### src/rtl/cc_speed_sequencer.sv
// Cruise-control speed sequencer: mode FSM, current/set speed registers and
// tick prescaler, arbitrating brake > hazard > accelerator > regulation.
//
// Ports:
//   clk, reset        : clock, async active-high reset
//   btn_enable        : active-low set/resume button (falling edge = press)
//   brake             : active-low brake pedal
//   accel             : active-high driver accelerator override
//   initial_speed     : manual-drive speed, tracked while OFF
//   speed_otherCar    : lead-car speed
//   distance          : gap to lead car
//   current_speed     : regulated vehicle speed
//   set_speed         : cruise target
//   cc_LED            : cruise engaged
//   LED_Warning       : hazard following active
//   state             : FSM state code
//   tick              : one-cycle speed-update strobe
module cc_speed_sequencer #(
  parameter int TICK_DIV    = 10000000,
  parameter int SAFE_DIST   = 10,
  parameter int FOLLOW_DIST = 20,
  parameter int MAX_SPEED   = 63
) (
  input  logic       clk,
  input  logic       reset,
  input  logic       btn_enable,
  input  logic       brake,
  input  logic       accel,
  input  logic [5:0] initial_speed,
  input  logic [5:0] speed_otherCar,
  input  logic [4:0] distance,
  output logic [5:0] current_speed,
  output logic [5:0] set_speed,
  output logic       cc_LED,
  output logic       LED_Warning,
  output logic [2:0] state,
  output logic       tick
);

  typedef enum logic [2:0] {
    OFF       = 3'd0,
    HOLD      = 3'd1,
    SPEED_UP  = 3'd2,
    SLOW_DOWN = 3'd3,
    FOLLOW    = 3'd4
  } state_t;

  localparam int PW = (TICK_DIV > 1) ? $clog2(TICK_DIV) : 1;
  localparam logic [PW-1:0] PMAX = PW'(TICK_DIV - 1);
  localparam logic [5:0] MAX_S = 6'(MAX_SPEED);
  localparam logic [4:0] SAFE_D = 5'(SAFE_DIST);
  localparam logic [4:0] FOLLOW_D = 5'(FOLLOW_DIST);

  state_t st_q, st_d;
  logic [PW-1:0] pcnt;
  logic btn_prev;
  logic [5:0] cur_q, cur_d;
  logic [5:0] set_q, set_d;
  logic press;
  logic hazard;

  always_ff @(posedge clk or posedge reset) begin
    if (reset) begin
      pcnt <= '0;
    end else if (pcnt == PMAX) begin
      pcnt <= '0;
    end else begin
      pcnt <= pcnt + 1'b1;
    end
  end

  assign tick = (pcnt == PMAX);

  always_ff @(posedge clk or posedge reset) begin
    if (reset) begin
      st_q     <= OFF;
      cur_q    <= '0;
      set_q    <= '0;
      btn_prev <= 1'b1;
    end else begin
      st_q     <= st_d;
      cur_q    <= cur_d;
      set_q    <= set_d;
      btn_prev <= btn_enable;
    end
  end

  assign press = btn_prev & ~btn_enable;

  // A slower lead car only matters inside the follow window.
  assign hazard = (distance < SAFE_D) |
                  ((distance < FOLLOW_D) &
                   (speed_otherCar < cur_q));

  always_comb begin
    st_d  = st_q;
    cur_d = cur_q;
    set_d = set_q;
    case (st_q)
      OFF: begin
        cur_d = initial_speed;
        if (press) begin
          set_d = (initial_speed > MAX_S) ?
                  MAX_S : initial_speed;
          st_d  = HOLD;
        end
      end
      HOLD, SPEED_UP, SLOW_DOWN, FOLLOW: begin
        if (!brake) begin
          st_d  = OFF;
          set_d = '0;
        end else begin
          if (press) set_d = cur_q;
          if (hazard)              st_d = FOLLOW;
          else if (accel)          st_d = SPEED_UP;
          else if (cur_q > set_q)  st_d = SLOW_DOWN;
          else if (cur_q < set_q)  st_d = SPEED_UP;
          else                     st_d = HOLD;
        end
        // Step follows the registered state, not the one being chosen.
        if (tick) begin
          case (st_q)
            SPEED_UP:
              cur_d = (cur_q >= MAX_S) ?
                      MAX_S : cur_q + 6'd1;
            SLOW_DOWN, FOLLOW:
              cur_d = (cur_q == 6'd0) ?
                      6'd0 : cur_q - 6'd1;
            default: cur_d = cur_q;
          endcase
        end
      end
      default: st_d = OFF;
    endcase
  end

  assign current_speed = cur_q;
  assign set_speed     = set_q;
  assign state         = st_q;
  assign cc_LED        = (st_q != OFF);
  assign LED_Warning   = (st_q == FOLLOW);

endmodule

### config.mk
export PLATFORM = sky130hd
export DESIGN_NAME = cc_speed_sequencer
export DESIGN_NICKNAME = d
export VERILOG_FILES = /design/src/rtl/cc_speed_sequencer.sv
export SDC_FILE = /design/constraint.sdc
export NUM_CORES = 1
export LEC_CHECK = 0
export CORE_ASPECT_RATIO = 0.6
export CORE_MARGIN = 5
export CORE_UTILIZATION = 57
export CTS_CLUSTER_DIAMETER = 120
export CTS_CLUSTER_SIZE = 16
export DETAILED_ROUTE_END_ITERATION = 6
export GPL_ROUTABILITY_DRIVEN = 0
export MAX_ROUTING_LAYER = met4
export PLACE_DENSITY = 0.84
export SYNTH_ARGS = -nofsm -noshare
export SYNTH_HDL_FRONTEND = slang
export SYNTH_SLANG_ARGS = --single-unit
### constraint.sdc
create_clock -name clk -period 5.3 [get_ports clk]
set_input_delay 1.06 -clock clk [delete_from_list [all_inputs] [get_ports clk]]
set_output_delay 1.06 -clock clk [all_outputs]
set_load 0.03 [all_outputs]
After elaboration in Yosys (flattened, before gate mapping)
Cells that the tools add are included.
{ "totals": {"register_bits": 40, "latch_bits": 0, "mem_bits_rw": 0, "romBits": 0, "memories": 0} }
{ "classes": {"n_addsub": 3, "multipliers": 0, "div": 0, "n_lt_le_gt_ge": 7, "eq_ne": 9, "shift": 0, "muxes": 18, "bitwise_logic": 4, "reduce_logical": 8} }
{ "ops": {"columns": ["operator", "n"], "rows": [
  ["$mux 6", 7],
  ["$pmux 6 s2", 3],
  ["$add 24x1->24 const B", 1],
  ["$eq 24x24->1 const B", 1],
  ["$mux 24", 1],
  ["$lt 6x6->1", 2],
  ["$mux 3", 3],
  ["$add 6x1->6 const B", 1],
  ["$eq 3x2->1 const B", 2],
  ["$ge 6x6->1 const B", 1],
  ["$gt 6x6->1", 1],
  ["$gt 6x6->1 const B", 1],
  ["$logic_not 6->1", 1],
  ["$mux 2", 3],
  ["$ne 3x3->1 const B", 2],
  ["$pmux 3 s2", 1],
  ["$reduce_and 3->1", 2],
  ["$sub 6x1->6 const B", 1],
  ["$lt 5x4->1 const B", 1],
  ["$lt 5x5->1 const B", 1],
  ["$ne 2x2->1 const B", 2],
  ["$reduce_or 4->1", 1],
  ["$eq 3x1->1 const B", 1],
  ["$eq 3x3->1 const B", 1],
  ["other kinds (7)", 8]
]} }

Depth between registers and ports, before layout
Gate-level depths: netlist (run 1).
{ "depth": {"depth_word": 7, "ltp_mapped": 8, "depth_no_buf": 7} }

Worst setup path after synthesis (run 1)
Ideal clock, no wire load.
{ "synth_path": {"path_kind": "flip-flop to output port", "from": "reg pcnt[17]", "to": "out tick", "arrival_time_ns": 2.093, "required_ns": 4.240, "slack_ns": 2.147, "path_stages_with_launch": 5, "path_buffers": 0, "path_cell_list": "dfrtp_1 > or4b_4 > nor4_4 > nand2_1 > nor4_1"} }
{ "synth_between": {"elab_chain_cells": 1} }
{ "synth_rtl": {"columns": ["item", "line_no", "text"], "rows": [
  ["from (decl)", "55", "logic [PW-1:0] pcnt;"],
  ["from (signal assigned)", "68", "pcnt <= pcnt + 1'b1;"],
  ["$eq 24x24->1", "72", "assign tick = (pcnt == PMAX);"],
  ["to (decl)", "37", "output logic tick"]
]} }
No other way between the ends.

Worst setup path in the final report (run 1)
{ "layout_path": {"from": "reg pcnt[7]", "to": "out tick"} }
Same word-level chain as after synthesis.

==> results of run 1 <==
synth_stat cells (2+ instances only):
| master | n | share of area |
|---|---|---|
| a211oi_1 | 4 | 0.012 |
| a21o_1 | 3 | 0.0088 |
| a21oi_1 | 7 | 0.014 |
| a221oi_1 | 2 | 0.0069 |
| a311oi_1 | 3 | 0.010 |
| a31oi_1 | 4 | 0.0098 |
| a32o_1 | 3 | 0.012 |
| and3_1 | 8 | 0.020 |
| and4_1 | 2 | 0.0069 |
| buf_2 | 2 | 0.0039 |
| clkbuf_1 | 5 | 0.0074 |
| dfrtp_1 | 39 | 0.38 |
| ha_1 | 15 | 0.074 |
| inv_1 | 15 | 0.022 |
| mux2_2 | 3 | 0.013 |
| nand2_1 | 18 | 0.027 |
| nand3_1 | 18 | 0.035 |
| nand4_1 | 8 | 0.020 |
| nor2_1 | 27 | 0.040 |
| nor2b_1 | 4 | 0.0098 |
| nor3_1 | 8 | 0.016 |
| nor4_1 | 3 | 0.0074 |
| nor4_4 | 2 | 0.017 |
| o21a_1 | 2 | 0.0059 |
| o21ai_0 | 6 | 0.012 |
| o221ai_1 | 2 | 0.0069 |
| xnor2_1 | 12 | 0.041 |
| xor2_1 | 12 | 0.041 |
sequential cells by signal, summed over array words and instances, names as in the netlist:
signal,cells
set_speed,6
state,3
pcnt,24
current_speed,6
btn_prev,1
worst register-to-register path, delay by kind of cell (launching register included):
family	cells	cell delay (ns)
compound gates	2	0.67
fa+ha+maj	1	0.19
buf+inv	1	0.17
flops	1	0.51
mux	1	0.29
simple gates	2	0.31
metrics by stage:
step	area [sq um]	cells	total power, mW
floorplan	2550	268	0.923
detailed placement	2980	360	1.16
global placement	2980	360	1.15
CTS	3080	368	1.42
finish	3080	368	1.43
global route	3080	368	1.51
area by class of cell:
cell class | instances | area (sq um)
Timing Repair Buffer | 40 | 395
Multi-Input combinational cell | 204 | 1440
Clock inverter | 2 | 35.0
Inverter | 16 | 60.1
Fill cell | 322 | 1130
Clock buffer | 6 | 72.6
Sequential cell | 40 | 1000
Tap cell | 60 | 75.1
cell families (layout without fill, tap and decap cells):
family / Yosys count / count (layout)
buffers and inverters: 24 / 64
XOR/XNOR: 24 / 24
AND/OR/NAND/NOR: 113 / 113
multiplexers: 3 / 3
adder cells (fa/ha/maj): 15 / 15
flip-flops: 40 / 40
AO/OA/AOI/OAI: 49 / 49
report_power, final:
part / internal [mW] / switching (mW)
Combinational: 0.303 / 0.408
Sequential: 0.356 / 0.111
Clock: 0.140 / 0.108
worst paths after layout:
kind,endpoint,slack (ns),cells past startpoint
worst max-delay path,tick,1.69,5
worst min-delay path,pcnt[0],0.50,1
worst max register to register,current_speed[0],3.05,7
worst min register to register,pcnt[0],0.50,1
max in group asynchronous,btn_prev,3.74,3
min in group asynchronous,pcnt[22],1.18,3
per-layer routing:
| metal | vias to the layer above | global-route usage | part of all wire |
|---|---|---|---|
| met5 | - | - | 0 |
| met4 | 0 | 0.0425 | 0.0098 |
| met3 | 15 | 0.0529 | 0.10 |
| met2 | 111 | 0.327 | 0.42 |
| met1 | 1045 | 0.370 | 0.48 |
| li1 | 1059 | - | - |
==> run metrics, run 1 <==
run status finished clean; CTS Buf Count 5; Slowest-stage cell, CP clkdlybuf4s50_1; endpoints failing setup 0; number of global-route vias before repair slightly above 2000; hold_buf cts 0; Yosys warnings 0; grt total ovfl 0; clock slew at reported path FFs 0.08 ns; most common cell after layout, fill and taps aside dfrtp_1; Synth Area in Adders 0.0737; P per Cell Area about 460 nW/um^2; Leakage about 1.4 nW; Synth Area in XOR/XNOR 0.0826; worst slew margin relative to its limit 0.457; # resized after CTS 0; Fin Hold WS approximately 0.5 ns; WL/cell 16.9 um; HPWL after DPL around 4.7 mm; Die Area a little under 6000 sq um; Final Util 0.732; Peak supply drop roughly 0.00035 V; syn_nets 305; synthesized flop and latch total 40; number of diodes 0; MaxCap Viol Count 0; largest family of logic cells by synthesized area simple AND/OR/NAND/NOR gates; unrepaired setup endpoints after global routing no; post-synthesis mux area share 0.0133; initial antenna violation count 0; family with the most delay on the worst path simple AND/OR/NAND/NOR gates; setup_tns 0 ns; area of the core between 4000 and 5000 sq um; Peak Freq 277 MHz; final worst slack between 1.5 and 2 ns; vias per cell a little over 6; Req. time, crit path between 4 and 5 ns; Max FO, Critical Path 4; TritonCTS clock tree yes; syn_area_per_cell about 9.5 sq um; H-tree lvl count 2; Startpoint Class register; Detailed Routing Iterations Pass 1 5; clk root buf clkbuf_8; post-route ant nets 0; Initial Utilization 0.605; Port Buffer Count 38; 1st-iter DRT viols approximately 360; Die Y-Extent ~60 um; Yosys cell types 59; Seq/Total Area, Yosys 0.394; crit path from pcnt[7]; arrival time of the worst setup path 2.55 ns; Reg2Reg Launch Point current_speed[1]; die width roughly 96 um; Max Slew Vio Count 0; max incr delay on CP 0.72 ns; Sink Count 40; GRT Util Overall 0.241; Worst setup EP type primary output; Min-Delay Startpoint pcnt[0]; Final min period 3.61 ns; drt total wl around 6.2 mm; Mapped Cells between 200 and 300; largest net degree at the start of global routing ~40; first-pass GRT wire length just over 10 mm; worst-margin pin slew 0.809 ns; CTS max path bufs 2; worst path cell trace or4b_4 > nor4_4 > nand2_1 > nor4_1 > clkdlybuf4s50_1; row count 18; latest clock arrival within the worst-skew pair a little under 0.3 ns; Hold Vio Cnt, Final 0; worst slack at placement between 2 and 2.5 ns; CP Buf/Inv Count 1; Post-synth EDFFs 0; DRC viols 0; Area growth syn-to-layout 21.1%; Final Cycle Share 0.680; Setup Crit Path Kind register to primary output; Ports 40; postcts setup bufs 0; final-stage net count around 340; share of layout cells above drive strength 1 0.0974; Synth Cell Area about 2500 sq um; asr flop ratio synth 1.00; worst hold path type register to register; complex-gate fraction of the synthesized area 0.144; Main synth FF type dfrtp_1; Via Count 2230; clock skew between 0.004 and 0.005 ns; Synth Area in Simple Gates 0.254; most frequent cells in the layout dfrtp_1 (39), clkdlybuf4s50_1 (38), nor2_1 (27)
Power figures use the tool's default switching activity.
==> run 2: changes to the inputs <==
Settings changed: CORE_UTILIZATION 57 to 54, PLACE_DENSITY 0.84 to 0.8.
Clock period 5.3 ns to 3.8 ns, I/O delays scaled along.
==> run 2 against run 1 <==
Combinational power up 38%; critical path depth stayed put; clock-buffer cell count stayed put.
==> run metrics, run 2 (synthesized netlist as in run 1, its figures left out) <==
run status finished clean (unchanged); clock network power share 0.175 (was 0.174); # resized after CTS 0 (unchanged); Min-Delay Startpoint pcnt[0] (unchanged); H-tree lvl count 2 (unchanged); Sink Count 40 (unchanged); Hold Path End pcnt[0] (unchanged); Die Y-Extent 63.2 um (was 61.8 um); Req. time, crit path 3.04 ns (was 4.24 ns); reg2reg end current_speed[4] (was current_speed[0]); Ports 40 (unchanged); WL/cell 16.3 um (was 16.9 um); worst path cell trace or4b_4 > nor4_4 > nand2_1 > nor4_1 > clkdlybuf4s50_1 (unchanged); row count 19 (was 18); max incr delay on CP 0.72 ns (about the same); CP Buf/Inv Count 1 (unchanged); clock skew 0.00984 ns (was 0.00432 ns); Via Count 2223 (was 2230); unrepaired setup endpoints after global routing no (unchanged); HPWL after DPL 4.63 mm (was 4.74 mm); Flop pwr share 0.329 (was 0.327); Startpoint Class register (unchanged); Detailed Routing Iterations Pass 1 5 (unchanged); Final Util 0.677 (was 0.732); share of layout cells above drive strength 1 0.0974 (unchanged); initial antenna violation count 0 (unchanged); first-pass GRT wire length 10.1 mm (was 10.3 mm); Final min period about 3.3 ns; grt total ovfl 0 (unchanged); GRT Util Overall 0.208 (was 0.241); worst-margin pin slew 0.748 ns (was 0.809 ns); Worst Hold Depth 1 (unchanged); Max Slew Vio Count 0 (unchanged); number of global-route vias before repair 1998 (was 2020); family with the most delay on the worst path simple AND/OR/NAND/NOR gates (unchanged); Initial Utilization 0.558 (was 0.605); Fillers 377 (was 322); die width 98.7 um (was 96.3 um); combinational fraction of design power 0.497 (was 0.499); 1st-iter DRT viols 243 (was 364); Peak supply drop 0.000301 V (was 0.000349 V); arrival time of the worst setup path 2.54 ns (was 2.55 ns); area of the core 4560 sq um (was 4210 sq um); endpoints failing setup 0 (unchanged); R2R cell count 5 (was 7); Top reg by flops pcnt (unchanged); Area growth syn-to-layout 21.3% (was 21.1%); postcts setup bufs 0 (unchanged); Peak Freq ~300 MHz; P_int 1.11 mW (was 0.798 mW); P per Cell Area 640 nW/um^2 (was 462 nW/um^2); Slowest-stage cell, CP clkdlybuf4s50_1 (unchanged); Max FO, Critical Path 4 (unchanged); Hold Vio Cnt, Final 0 (unchanged); Setup Crit Path Kind register to primary output (unchanged); vias per cell 5.99 (was 6.06); Reg2Reg Setup Slack 1.59 ns (was 3.05 ns); setup_tns 0 ns (unchanged); Reg2Reg Launch Point current_speed[3] (was current_speed[1]); largest net degree at the start of global routing 41 (unchanged); worst hold path type register to register (unchanged); Die Area 6230 sq um (was 5950 sq um); DRC viols 0 (unchanged); Largest register FFs 24 (unchanged); post-route ant nets 0 (unchanged); hold_buf cts 0 (unchanged); TritonCTS clock tree yes (unchanged); drt total wl 6.06 mm (was 6.23 mm); sequential cell area 1000 sq um (unchanged); MaxCap Viol Count 0 (unchanged); clock slew at reported path FFs 0.08 ns (about the same); final-stage net count 344 (unchanged); Worst setup EP type primary output (unchanged); worst slew margin relative to its limit 0.498 (was 0.457); number of diodes 0 (unchanged); most common cell after layout, fill and taps aside dfrtp_1 (unchanged); sw frac 0.438 (was 0.440); Final Cycle Share 0.867; clk root buf clkbuf_8 (unchanged); CTS max path bufs 2 (unchanged); CTS Buf Count 5 (unchanged); most frequent cells in the layout dfrtp_1 (39), clkdlybuf4s50_1 (38), nor2_1 (27) (unchanged); Leakage 1.39 nW (unchanged); Switch Pwr 0.866 mW (was 0.627 mW); Port Buffer Count 38 (unchanged); latest clock arrival within the worst-skew pair 0.29 ns (about the same); Multi-input gate area 1440 sq um (unchanged)
-- run 2: how the worst max path moves through the flow --
stage	start	to	slack [ns]	cells past startpoint
finish	pcnt[7]	tick	0.50	5
global route	pcnt[7]	tick	0.30	5
global placement	pcnt[7]	tick	0.83	5
detailed placement	pcnt[7]	tick	0.82	5
CTS	pcnt[7]	tick	0.48	5
floorplan	pcnt[17]	tick	0.95	4
-- run 2: metrics by stage --
stage          hold WS (ns)  setup slack (ns)  instances  area (sq um)  power [mW]
6_report              0.484             0.504        371          3090        1.98
5_1_grt               0.513             0.301        371          3090        2.11
4_1_cts               0.486             0.484        371          3090        1.97
3_5_place_dp          0.475             0.818        363          2980        1.62
3_3_place_gp          0.471             0.831        363          2980        1.60
2_1_floorplan         0.455             0.947        268          2550        1.29
-- run 2: per-layer routing --
layer  vias to the layer above  routed length (um)  track usage
li1                       1058                   -            -
met1                      1052                2950        0.318
met2                       105                2430        0.268
met3                         8                 636       0.0584
met4                         0                  44       0.0477
met5                         -                   0            -
-- run 2: power groups by stage --
stage	Sequential, mW	Combinational (mW)	Clock [mW]
after global placement	0.651	0.947	0
final	0.650	0.982	0.346
after detailed placement	0.653	0.969	0
after global routing	0.667	1.07	0.367
after CTS	0.644	0.974	0.351
after floorplan	0.716	0.572	0
-- run 2: cell type report --
cell class / instances / share of cell area
clock inverters: 2 / 0.0113
well taps: 63 / 0.0255
repair buffers: 40 / 0.128
inverters: 16 / 0.0194
clock buffers: 6 / 0.0235
multi-input cells: 204 / 0.468
flip-flops and latches: 40 / 0.325
